$ cat src/rtl/sdram_burst_reader.sv
// Burst read engine: launches one Avalon-MM read-master burst per start request,
// drains the show-ahead FIFO into a valid/ready output register, wraps inside a region.
module sdram_burst_reader #(
   parameter int                    DATA_WIDTH   = 32,
   parameter int                    ADDR_WIDTH   = 32,
   parameter int                    LEN_WIDTH    = 32,
   parameter logic [ADDR_WIDTH-1:0] REGION_BASE  = '0,
   parameter logic [LEN_WIDTH-1:0]  REGION_BYTES = 32'h0400_0000
) (
   input  logic                  clk,
   input  logic                  reset,
   input  logic                  start_read,
   input  logic                  cfg_load,
   input  logic [ADDR_WIDTH-1:0] cfg_base,
   input  logic [LEN_WIDTH-1:0]  cfg_length,
   input  logic                  read_control_done,
   input  logic                  read_control_early_done,
   input  logic [DATA_WIDTH-1:0] user_read_buffer_data,
   input  logic                  user_read_data_available,
   output logic                  read_control_fixed_location,
   output logic [ADDR_WIDTH-1:0] control_read_base,
   output logic [LEN_WIDTH-1:0]  control_read_length,
   output logic                  read_control_go,
   output logic                  user_read_ack,
   output logic [DATA_WIDTH-1:0] data_out,
   output logic                  data_valid,
   input  logic                  data_ready,
   output logic                  busy,
   output logic                  burst_done,
   output logic                  cfg_error
);

   localparam int                   BPW        = DATA_WIDTH / 8;
   localparam logic [LEN_WIDTH-1:0] BPW_L      = LEN_WIDTH'(BPW);
   // Region end kept one bit wider so base+size never overflows the compare.
   localparam logic [ADDR_WIDTH:0]  REGION_END = {1'b0, REGION_BASE} + (ADDR_WIDTH+1)'(REGION_BYTES);

   typedef enum logic [1:0] {S_IDLE, S_GO, S_STREAM, S_DONE} state_t;

   state_t                  state_q, state_d;
   logic [ADDR_WIDTH-1:0]   ptr_q, ptr_d, base_q, base_d;
   logic [LEN_WIDTH-1:0]    len_q, len_d, words_left_q, words_left_d;
   logic [DATA_WIDTH-1:0]   data_q, data_d;
   logic                    valid_q, valid_d, done_seen_q, done_seen_d, cfg_error_q, cfg_error_d;

   logic                    len_bad, pop, drain, stream_end;
   logic [ADDR_WIDTH:0]     start_end, burst_end;
   logic                    unused;

   assign unused     = read_control_early_done;
   assign len_bad    = (cfg_length == '0) || ((cfg_length % BPW_L) != '0) || (cfg_length > REGION_BYTES);
   assign start_end  = {1'b0, ptr_q} + (ADDR_WIDTH+1)'(cfg_length);
   assign burst_end  = {1'b0, base_q} + (ADDR_WIDTH+1)'(len_q);
   assign drain      = valid_q & data_ready;
   assign pop        = (state_q == S_STREAM) & user_read_data_available &
                       (words_left_q != '0) & (~valid_q | data_ready);
   // done may arrive before the last pop; the flag holds it until the data is out.
   assign stream_end = (words_left_q == '0) & (done_seen_q | read_control_done) & (~valid_q | data_ready);

   always_ff @(posedge clk) begin
      if (reset) begin
         state_q      <= S_IDLE;
         ptr_q        <= REGION_BASE;
         base_q       <= REGION_BASE;
         len_q        <= '0;
         words_left_q <= '0;
         data_q       <= '0;
         valid_q      <= 1'b0;
         done_seen_q  <= 1'b0;
         cfg_error_q  <= 1'b0;
      end else begin
         state_q      <= state_d;
         ptr_q        <= ptr_d;
         base_q       <= base_d;
         len_q        <= len_d;
         words_left_q <= words_left_d;
         data_q       <= data_d;
         valid_q      <= valid_d;
         done_seen_q  <= done_seen_d;
         cfg_error_q  <= cfg_error_d;
      end
   end

   always_comb begin
      state_d = state_q;
      case (state_q)
         S_IDLE:   if (start_read && !cfg_load && !len_bad) state_d = S_GO;
         S_GO:     state_d = S_STREAM;
         S_STREAM: if (stream_end) state_d = S_DONE;
         S_DONE:   state_d = S_IDLE;
         default:  state_d = S_IDLE;
      endcase
   end

   always_comb begin
      ptr_d        = ptr_q;
      base_d       = base_q;
      len_d        = len_q;
      words_left_d = words_left_q;
      data_d       = data_q;
      valid_d      = valid_q;
      done_seen_d  = done_seen_q;
      cfg_error_d  = 1'b0;
      if (state_q == S_IDLE) begin
         if (cfg_load) begin
            ptr_d = cfg_base;
         end else if (start_read) begin
            if (len_bad) begin
               cfg_error_d = 1'b1;
            end else begin
               len_d        = cfg_length;
               words_left_d = cfg_length / BPW_L;
               done_seen_d  = 1'b0;
               base_d       = (start_end > REGION_END) ? REGION_BASE : ptr_q;
            end
         end
      end
      if ((state_q == S_GO || state_q == S_STREAM) && read_control_done) done_seen_d = 1'b1;
      if (pop) begin
         data_d       = user_read_buffer_data;
         valid_d      = 1'b1;
         words_left_d = words_left_q - LEN_WIDTH'(1);
      end else if (drain) begin
         valid_d = 1'b0;
      end
      if (state_q == S_DONE)
         ptr_d = (burst_end == REGION_END) ? REGION_BASE : burst_end[ADDR_WIDTH-1:0];
   end

   always_comb begin
      read_control_fixed_location = 1'b0;
      control_read_base           = base_q;
      control_read_length         = len_q;
      read_control_go             = (state_q == S_GO);
      user_read_ack               = pop;
      data_out                    = data_q;
      data_valid                  = valid_q;
      busy                        = (state_q != S_IDLE);
      burst_done                  = (state_q == S_DONE);
      cfg_error                   = cfg_error_q;
   end

endmodule
$ cat config.mk
export PLATFORM = sky130hd
export DESIGN_NAME = sdram_burst_reader
export DESIGN_NICKNAME = d
export VERILOG_FILES = /design/src/rtl/sdram_burst_reader.sv
export SDC_FILE = /design/constraint.sdc
export NUM_CORES = 1
export LEC_CHECK = 0
export CAP_MARGIN = 0
export CORE_UTILIZATION = 52
export DETAILED_ROUTE_END_ITERATION = 6
export PLACE_DENSITY_LB_ADDON = 0.12
export RECOVER_POWER = 50
export SLEW_MARGIN = 20
export SYNTH_ARGS = -nofsm -noshare
export SYNTH_HDL_FRONTEND = slang
export SYNTH_SLANG_ARGS = --single-unit
export TNS_END_PERCENT = 100
$ cat constraint.sdc
create_clock -name clk -period 4.74 [get_ports clk]
set_input_delay 1.422 -clock clk [delete_from_list [all_inputs] [get_ports clk]]
set_output_delay 1.422 -clock clk [all_outputs]
set_load 0.005 [all_outputs]
==> results_dict.tcl <==
set metrics [dict create \
    grt_overflow 0 \
    place.detailed.hpwl_um 26500 \
    reg2reg_setup_slack_ns 0.52 \
    clockPowerShare 0.357 \
    avgSynthCellArea_sq_um 8.07 \
    diodes 0 \
    min_path_cells 2 \
    clk_path_buf_depth 2 \
    met1_length_um 15500 \
    final_period_minus_worst_setup_slack_ns 4.55 \
    portBuffers 204 \
    skew_ns 0.0111 \
    crit_path_end_kind "register" \
    grt.total_usage 0.328 \
    mostFrequentLayoutCell "nand2_1" \
    detailedRoute.firstIterationViolations 793 \
    place_inst 1834 \
    routed_wire_length_per_instance_um 19.2 \
    core_area_sq_mm 0.0202 \
    syn-instance-count 1334 \
    critical_path.top_delay_family "simple AND/OR/NAND/NOR gates" \
    initial_utilization 0.532 \
    ir_worst_vdd_mv 0.267 \
    post-route-util 0.710 \
    status "complete, but fails checks" \
    tritoncts.num_buffers 17 \
    path_class "in2reg" \
    cts_hold_repair_buffers 0 \
    dieHeight_um 146 \
    routabilityCongestion 1.01 \
    fin_ws_ns 0.193 \
    seq_area_frac_synth 0.307 \
    fraction_of_layout_cells_with_a_size_suffix_above_1 0.127 \
    drtPass1Iterations 5 \
    timing.critical_path.from_type "input port" \
    max_slew_margin -0.320 \
    number_of_nets_in_the_final_layout 1765 \
    hold_class "reg2reg" \
    die_w_um 146 \
    place_worst_setup_slack_ns -0.426 \
    design_power_total_mw 3.93 \
    synthFlopType "dfxtp_1" \
    tritoncts_clock_tree "built" \
    slew_viol_final 46 \
    worst_r2r_startpoint "control_read_base[0]" \
    max_freq_mhz 220 \
    critPathMaxFanout 11 \
    synth-seq-cells 165 \
    synth_top_area_cell "dfxtp_1" \
    antenna_found_initial 0 \
    reg2reg_depth 12 \
    drcViolationCount 0 \
    areal_power_density_over_the_cells_mw_per_mm2 274 \
    post_drt_via_cell_ratio 6.02 \
    period_share 0.959 \
    synth.top_cell.area_share 0.307 \
    grt_pass1_vias 10500 \
    power.share.sequential 0.378 \
    first_pass_grt_wire_length_um 55200 \
    failing_checks "capacitance limit, slew limit" \
    highest_count_cells_in_the_layout_ignoring_fill_and_taps "nand2_1, dfxtp_1, a21oi_1" \
    cts.sinks 165 \
    htreeDepth 4 \
    hold_path_start "data_out[17]" \
    top_layer "met4" \
    yosysWarnings 0 \
    detailroute.via_count 11300 \
    synth_edf_count 0 \
    stdcell_area_sq_mm 0.0144 \
    slowest_stage_cell_on_the_critical_path "clkdlybuf4s50_1" \
    maxCapViolations 1 \
    min_to "data_out[17]" \
    timing.critical_path.cells "clkdlybuf4s50_1, ha_1, and2_1, nand3_1, nor2b_1, or3_1, a21oi_1, a211oi_1, xnor2_1, nor4_2, a32oi_4, clkbuf_16, o31ai_2" \
    worst_path_buf_inv 2 \
    tightestPinTransition_ns 1.98 \
    met3_wirelength_um 2880 \
    area_growth_pct 33.4 \
    worst_skew_pair.late_latency_ns 0.45 \
    cts.reportedPaths.clkPinSlew_ns 0.08 \
    main_area_contributors_after_synthesis "dfxtp_1, ha_1, nand2_1" \
    syn-num-nets 1510 \
    drt-total-wl_um 36000 \
    cp_data_required_time_ns 5.10 \
    cp.arrival_ns 4.91 \
    r2r_end "ptr_q[26]" \
    critical-path-max-stage-delay_ns 0.51 \
    netsw_mw 1.32 \
    p_int_mw 2.61 \
    layoutNonFillerInstCount 1872 \
    postPlaceCellArea_sq_mm 0.0136 \
    proportion_of_synthesized_flip_flops_having_asynchronous_set_or_reset 0 \
    grt_start_max_net_pins 79 \
    fill_count 1694 \
    p_comb_frac 0.265 \
    post_synth_instance_area_sq_mm 0.0108 \
    grt_setup_unrepaired "false" \
    power.static_leakage_nw 6.03 \
    cts_root_buf "clkbuf_16" \
    placementRows 52 \
    die_area_sq_mm 0.0213 \
    switching_share 0.336 \
    setup_violations 0 \
    yosysUniqueCellTypes 90 \
    pin_count 207 \
    antenna_left 0 \
    detailroute.wirelength.met2_um 16400 \
    finalHoldViolations 0 \
]
-- logic make-up (layout without fill, tap and decap cells) --
kind of cell | after synthesis | after routing | synth area share
AO/OA/AOI/OAI | 390 | 390 | 0.260
multiplexers | 50 | 50 | 0.0466
buffers and inverters | 122 | 390 | 0.0495
other | 1 | 1 | 0.000348
XOR/XNOR | 41 | 41 | 0.0334
AND/OR/NAND/NOR | 493 | 493 | 0.218
flip-flops | 165 | 165 | 0.307
adder cells (fa/ha/maj) | 72 | 72 | 0.0851
-- state kept, by name, summed over array words and instances (netlist names) --
signal	flops
control_read_base	32
control_read_length	32
data_out	32
ptr_q	32
words_left_q	32
state_q	2
cfg_error	1
data_valid	1
done_seen_q	1
-- stage by stage --
stage	setup TNS, ns	hold slack [ns]
6_report	0	0.453
5_1_grt	0	0.473
4_1_cts	0	0.456
3_5_place_dp	-12.49	0.446
3_3_place_gp	-10.48	0.440
2_1_floorplan	0	0.440
-- power groups by stage --
stage	clock [mW]	combinational [mW]	sequential, mW
2_1_floorplan	0	0.578	1.49
3_3_place_gp	0	0.943	1.51
3_5_place_dp	0	0.954	1.51
4_1_cts	1.41	0.966	1.48
5_1_grt	1.47	1.12	1.49
6_report	1.40	1.04	1.49
-- routing by layer --
layer  vias up  GRT usage
met2       473      0.527
li1       5381          -
met4         0      0.108
met5         -          0
met3        91     0.0671
met1      5318      0.438
-- layout make-up --
type                    count  area (sq um)  share of cell area
clock buffers              17           425              0.0296
clock inverters            15           159              0.0111
inverters                  54           203              0.0141
multi-input cells        1047          7020               0.489
flip-flops and latches    165          3300               0.230
well taps                 270           338              0.0235
repair buffers            304          2920               0.203
-- repair_timing --
action	4_1_cts	5_1_grt
setup endpoints to repair	0	32
gates resized for setup	0	11
buffers inserted	0	1
-- how the worst max path moves through the flow --
stage              startpoint  cells after the start  slack, ns                    end
3_3_place_gp    cfg_length[0]                     14      -0.35   control_read_base[4]
5_1_grt         cfg_length[2]                     13       0.02  control_read_base[20]
2_1_floorplan   cfg_length[0]                     12       0.46  control_read_base[17]
6_report       cfg_length[13]                     13       0.19  control_read_base[15]
3_5_place_dp    cfg_length[0]                     15      -0.43   control_read_base[5]
4_1_cts         cfg_length[0]                     15      0.009  control_read_base[22]
-- Yosys cell counts (all sizes together) (8+ instances only) --
cell	number
a211oi	34
a21o	27
a21oi	124
a31oi	14
and2	14
and3	10
buf	23
clkbuf	42
dfxtp	165
ha	70
inv	54
mux2i	49
nand2	182
nand2b	16
nand3	28
nand4	13
nor2	122
nor2b	11
nor3	26
nor4	20
o211ai	22
o21a	10
o21ai	51
o21bai	9
o31ai	37
or2	9
or3	12
or4	8
xnor2	29
xor2	12
-- worst reg2reg max path: cells and delay by family, from the launching register on --
kind	cells	cell delay, ns
AND/OR/NAND/NOR	3	0.83
adder cells (fa/ha/maj)	2	0.73
AO/OA/AOI/OAI	6	2.01
flip-flops	1	0.34
XOR/XNOR	1	0.20
Note: power is estimated with default switching activity, not from simulation.
